**config.mk**
```make
export PLATFORM = sky130hd
export DESIGN_NAME = ram
export DESIGN_NICKNAME = d
export VERILOG_FILES = /design/src/rtl/ram_pkg.sv /design/src/rtl/ram_clear_seq.sv /design/src/rtl/ram.sv
export SDC_FILE = /design/constraint.sdc
export NUM_CORES = 2
export LEC_CHECK = 0
export ABC_CLOCK_PERIOD_IN_PS = 11950
export CAP_MARGIN = 20
export CORE_ASPECT_RATIO = 1.4
export CORE_UTILIZATION = 45
export CTS_CLUSTER_DIAMETER = 200
export CTS_CLUSTER_SIZE = 24
export DETAILED_ROUTE_END_ITERATION = 16
export GPL_ROUTABILITY_DRIVEN = 0
export GPL_TIMING_DRIVEN = 0
export PLACE_DENSITY_LB_ADDON = 0.2
export SLEW_MARGIN = 20
export SYNTH_ARGS = -nofsm -noshare
export SYNTH_HDL_FRONTEND = slang
export SYNTH_SLANG_ARGS = --single-unit
```
**constraint.sdc**
```tcl
create_clock -name CLK -period 11.95 [get_ports CLK]
set_clock_uncertainty 0.15 [all_clocks]
set_input_delay 2.39 -clock CLK [delete_from_list [all_inputs] [get_ports CLK]]
set_output_delay 2.39 -clock CLK [all_outputs]
set_load 0.05 [all_outputs]
```
**src/rtl/ram_pkg.sv**
```systemverilog
// Shared constants and state encoding for the single-port scratch RAM.
package ram_pkg;

    localparam int ADDR_W_DEF = 8;
    localparam int DATA_W_DEF = 8;
    localparam int DEPTH      = 2 ** ADDR_W_DEF;

    typedef enum logic {
        CLEAR = 1'b0,
        IDLE  = 1'b1
    } ram_state_t;

endpackage

```
**src/rtl/ram_clear_seq.sv**
```systemverilog
// Clear sequencer: walks every address once after reset, writing zero,
// then hands the memory over to the user port.
module ram_clear_seq
    import ram_pkg::*;
#(
    parameter int ADDR_W = ADDR_W_DEF
) (
    input  logic              CLK,
    input  logic              RST_N,
    output logic              busy,
    output logic              clr_we,
    output logic [ADDR_W-1:0] clr_addr
);

    ram_state_t        state, state_nxt;
    logic [ADDR_W-1:0] ptr, ptr_nxt;

    // NOTE: sequential state uses non-blocking assignments so every register
    // samples the pre-edge values of its neighbours.
    always_ff @(posedge CLK) begin
        if (!RST_N) begin
            state <= CLEAR;
            ptr   <= '0;
        end else begin
            state <= state_nxt;
            ptr   <= ptr_nxt;
        end
    end

    // NOTE: every output of this block gets a default first, so no path
    // through the case leaves a signal unassigned and no latch is inferred.
    always_comb begin
        state_nxt = state;
        ptr_nxt   = ptr;
        clr_we    = 1'b0;
        case (state)
            CLEAR: begin
                // While reset is held the pointer stays parked and nothing is written.
                clr_we  = RST_N;
                ptr_nxt = ptr + 1'b1;
                if (ptr == '1) begin
                    state_nxt = IDLE;
                end
            end
            IDLE: begin
                state_nxt = IDLE;
            end
            default: begin
                state_nxt = CLEAR;
            end
        endcase
    end

    assign busy     = (state == CLEAR);
    assign clr_addr = ptr;

endmodule

```
**src/rtl/ram.sv**
```systemverilog
// Single-port synchronous RAM with registered, write-first read data and a
// reset-time clear sequence that zeroes every word.
module ram
    import ram_pkg::*;
#(
    parameter int ADDR_W = ADDR_W_DEF,
    parameter int DATA_W = DATA_W_DEF
) (
    input  logic              CLK,
    input  logic              RST_N,
    input  logic [ADDR_W-1:0] Addr,
    input  logic [DATA_W-1:0] Din,
    input  logic              EN,
    input  logic              WE,
    output logic [DATA_W-1:0] DOut,
    output logic              Busy
);

    localparam int DEPTH_P = 2 ** ADDR_W;

    logic              clr_we;
    logic [ADDR_W-1:0] clr_addr;
    logic              user_we;
    logic              wr_en;
    logic [ADDR_W-1:0] wr_addr;
    logic [DATA_W-1:0] wr_data;

    ram_clear_seq #(
        .ADDR_W (ADDR_W)
    ) u_clear_seq (
        .CLK      (CLK),
        .RST_N    (RST_N),
        .busy     (Busy),
        .clr_we   (clr_we),
        .clr_addr (clr_addr)
    );

    assign user_we = RST_N & ~Busy & EN & WE;
    assign wr_en   = clr_we | user_we;
    assign wr_addr = clr_we ? clr_addr : Addr;
    assign wr_data = clr_we ? '0 : Din;

    logic [DATA_W-1:0] mem [DEPTH_P];

    // NOTE: the array has no reset branch; clearing is done by the sequencer
    // so the storage still maps onto block RAM.
    always_ff @(posedge CLK) begin
        if (wr_en) begin
            mem[wr_addr] <= wr_data;
        end
    end

    always_ff @(posedge CLK) begin
        if (!RST_N || Busy) begin
            DOut <= '0;
        end else if (EN) begin
            DOut <= WE ? Din : mem[Addr];
        end
    end

endmodule

```
# Word level (Yosys, flattened, before mapping)
# Memory sizes are Yosys's and may differ from the RTL's. A register that Yosys moved wholly into a read port is not among the register bits.
# Index checks and enable logic that the tools add are counted.
# classes
add_sub_neg,1
eq_ne,1
n_mux,7
bitwise_logic,5
reduce_logical,2
# op_table
operator,n
2-to-1 mux 8 bit,2
adder 8 x 1 -> 8 bit (second input constant),1
equality test 8 bit (second input constant),1
2-to-1 mux 1 bit,4
bitwise AND 1 bit,3
one-hot mux 1 bit (2 select lines),1
zero test 1 bit,1
logical OR 1 bit,1
NOT 1 bit,1
OR 1 bit,1
# word_totals
register_bits,9
ram_bits,2048
in_bits,20
output_inout_bits,9
word_cells,19
n_memories,1
# memory_table
name,words,width,read_ports,rd_clocked_by_memory_dff,write_ports,line_no,text
mem,256,8,1,1,1,ram.sv:43,logic [DATA_W-1:0] mem [DEPTH_P];

# Longest topological paths before layout
# depth
ltp_word,6
ltp_mapped,14
ltp_nobuf,7

# By module
# Synthesis repeated with hierarchy kept, for this count alone.
# hier_totals
hier_cells,4011
area_unflattened_um2,81034.0
# modules_own_cells
mod,n_inst,cells_per_inst,area_per_inst_um2,seq_area_each_um2
ram,1,3968,80614.8,61659.1
ram_clear_seq,1,43,419.2,180.2

# Least setup slack after synthesis
# OpenSTA, ideal clock, no wires.
# synth_timing
kind,input -> register
start,input port RST_N
end,"memory mem[0][2] (netlist name), data pin"
setup_time_ps,1453
arrival_time_ps,9188
required_time_ps,10347
path_slack_ps,1159
stages,4
n_path_buf,2
cell_sequence,nor2b_1 > clkbuf_1 > clkbuf_1 > nor2b_1
# synth_via
elab_chain_len,2
# synth_lines
item,line_no,text
"start, declared",ram.sv:10,"input logic RST_N,"
2-to-1 mux 1 bit,ram_clear_seq.sv:36,case (state)
2-to-1 mux 8 bit,ram.sv:41,assign wr_data = clr_we ? '0 : Din;
named net wr_data[2],ram.sv:26,logic [DATA_W-1:0] wr_data;
"end, declared",ram.sv:43,
# The timed path passes the listed nets, and every way through them passes these cells.

# Final worst setup path
# layout_timing
start,input port Addr[1]
end,memory mem[255][4] (netlist name) (enable)
# layout_via
elab_chain_len,1
# layout_lines
item,line_no,text
"start, declared",ram.sv:11,"input logic [ADDR_W-1:0] Addr,"
2-to-1 mux 8 bit,ram.sv:40,assign wr_addr = clr_we ? clr_addr : Addr;
# Every way passes these cells.

==> results.cfg <==
[status]
outcome = complete, no violations

[clock_tree]
cts_buffers = 96
clk_pin_slew_ns = 0.10
post_cts_buffers = 0
h-tree-depth = 3
clk_path_buf_depth = 3
cts-root-buf = clkbuf_16
cts_tree = built
insertion_delay_ns = 0.82
cts_resized = 0
cts_hold_buf = 0
clock-sinks = 2065

[route]
dr_total_vias = 45340
first_iter_violations = 8119
wirelength_mm = 314.2
postRouteAntennaNets = 0
drc = 0
viasPerCell = 6.847
post_drt_wl_per_cell_um = 47.46
firstDrtPassIters = 15

[sta]
finalSetupViolations = 0
fmax_mhz = 117.2
timing.final.crit_share_pct = 71.40
rsz0062_at_grt = false
hold_viol_final = 0
slew_viol_final = 0
worst_slack_ns = 3.418
layout_min_cycle_time_ns = 8.532
maxSlewHeadroom_pct = 15.48
worstMarginPinSlew_ns = 1.255
final.setup.tns_ns = 0

[power]
cellInternalPower_mw = 9.801
power.share.sequential_pct = 62.1
switching_share_pct = 23.53
power_leakage_nw = 27.84
ir_drop_mv = 0.1223
comb_power_share_pct = 8.3
p_total_mw = 12.82
pwr-share-clk_pct = 29.6
power_density_mw_per_mm2 = 143.3
p_sw_mw = 3.016

[global_route]
busiest_layer = met2
use_met3_pct = 10.16
grt_start_max_net_pins = 41
grt_pass1_wl_mm = 407.4
grt_antenna_before_repair = 20
grt_pass1_vias = 42830
track_usage_pct = 34.41
use_met1_pct = 40.21
grt_use_met2_pct = 52.63
overflow = 0

[final_layout]
regArea_mm2 = 0.06184
final_cells = 6621
nets = 4278
multiInputGateArea_mm2 = 0.01806
layout_common_cells = 2048 x edfxtp_1, 388 x mux4_2, 276 x mux2i_1, 270 x nor2_1, 120 x a22oi_1
finish.instance_area_mm2 = 0.08946
area_delta_synth_final_pct = 10.04
layout_commonest_cell = edfxtp_1
drive_above_1_share_pct = 19.94
nFillCells = 14420

[synth]
synth-main-ff-cell = edfxtp_1
synth_edf_count = 2048
async_reset_ff_share_pct = 0
seq_area_frac_synth_pct = 76.07
yosys_warnings = 0
avgSynthCellArea_um2 = 20.13
synth_nets = 4059
synth_cells = 4038
synth_area_mm2 = 0.08130
synth-seq-cells = 2065
synth.distinct_cells = 71

[floorplanning]
die_h_um = 504.9
start_util_pct = 45.27
rows = 184
fp.dieArea_mm2 = 0.1824
fp.coreArea_mm2 = 0.1796
ios = 29
dieWidth_um = 361.2

[flow_run]
max_cap_viol_count = 0

[placed_design]
postPlaceCellArea_mm2 = 0.08672
dpl_worst_slack_ns = 2.967
portBuffers = 27
dpl.hpwl_mm = 218.1
dp_cells = 6482

[critical_path]
start_kind = primary input
required_ns = 12.22
worst_r2r_path_depth = 9
crit_fanout = 11
r2r_slack_ns = 6.27
arrival_ns = 8.80
end_kind = flip-flop
crit_type = primary input to flip-flop

[hold_path]
min_path_type = flip-flop to flip-flop
hold_depth = 2
## sequential cells by signal (all words and copies together) (netlist names)
name,cells
u_clear_seq.clr_addr,8
u_clear_seq.state,1
mem,2048
DOut,8
## synthesized netlist by cell type (15+ instances only)
cell	instances	area (µm²)
buf_4	31	232.7
nand4_1	21	131.4
nor2b_1	27	168.9
buf_6	39	439.2
dfxtp_1	17	340.3
a21oi_1	27	135.1
edfxtp_1	2048	61500
a31oi_1	15	93.84
mux2_2	32	360.4
buf_2	62	310.3
clkbuf_1	86	322.8
mux4_2	388	8738
nor3_1	28	140.1
a22oi_1	120	900.9
a211oi_1	29	217.7
nor2_1	313	1175
and2_1	24	150.1
nand2_1	114	427.9
o22ai_1	61	381.6
mux2i_1	276	2763
nand3_1	52	260.3
o21ai_0	30	150.1
## area by class of cell
class,instances,share of cell area (%)
inverters,5,0.02098
clock inverters,3,0.05315
well taps,2325,3.252
plain buffers,239,1.817
multi-input cells,1729,20.19
diodes,14,0.03916
repair buffers,121,2.593
clock buffers,120,2.905
flip-flops and latches,2065,69.13
## worst max-delay path, cell delays in order
cell and delay (ns):
clkdlybuf4s50_1 0.72, buf_4 0.29, buf_2 0.48, buf_4 0.55, buf_2 0.79, buf_2 0.60
nand3_1 0.13, o21ai_1 0.60, nand3_1 0.60, buf_2 0.54, nor2_1 1.02
## layer usage
layer  up-vias  wire, µm
li1      16970         -
met1     23900    101600
met2      3540    142700
met3       905     36930
met4        14     32530
met5         -       458
## through the flow
stage	hold slack (ns)	utilization (%)
2_1_floorplan	0.4277	-
3_3_place_gp	0.4784	47.04
3_5_place_dp	0.4931	48.30
4_1_cts	0.5095	49.77
5_1_grt	0.5489	49.80
6_report	0.5230	49.82
## final timing paths
path | start | end
setup / recovery | Addr[1] | mem[255][4]
hold / removal | u_clear_seq.clr_addr[1] | u_clear_seq.clr_addr[1]
setup reg to reg | u_clear_seq.state | mem[113][6]
hold reg to reg | u_clear_seq.clr_addr[1] | u_clear_seq.clr_addr[1]
## power groups by stage
| stage | sequential, mW | clock [mW] | combinational, mW |
|---|---|---|---|
| finish | 7.96 | 3.80 | 1.06 |
| global route | 7.96 | 3.99 | 1.04 |
| CTS | 7.96 | 3.78 | 1.01 |
| detailed placement | 8.12 | 0 | 1.01 |
| global placement | 8.21 | 0 | 0.916 |
| floorplan | 8.16 | 0 | 0.441 |
## kinds of logic (layout without fill, tap and decap cells)
family	Yosys count	in the layout	synth area share [%]
buffers and inverters	244	488	1.988
AO/OA/AOI/OAI	366	366	3.187
AND/OR/NAND/NOR	637	637	3.538
XOR/XNOR	15	15	0.1616
other	0	14	0
adder cells (fa/ha/maj)	1	1	0.01539
flip-flops	2065	2065	76.07
multiplexers	710	710	15.04
(Power assumes the default switching activity.)
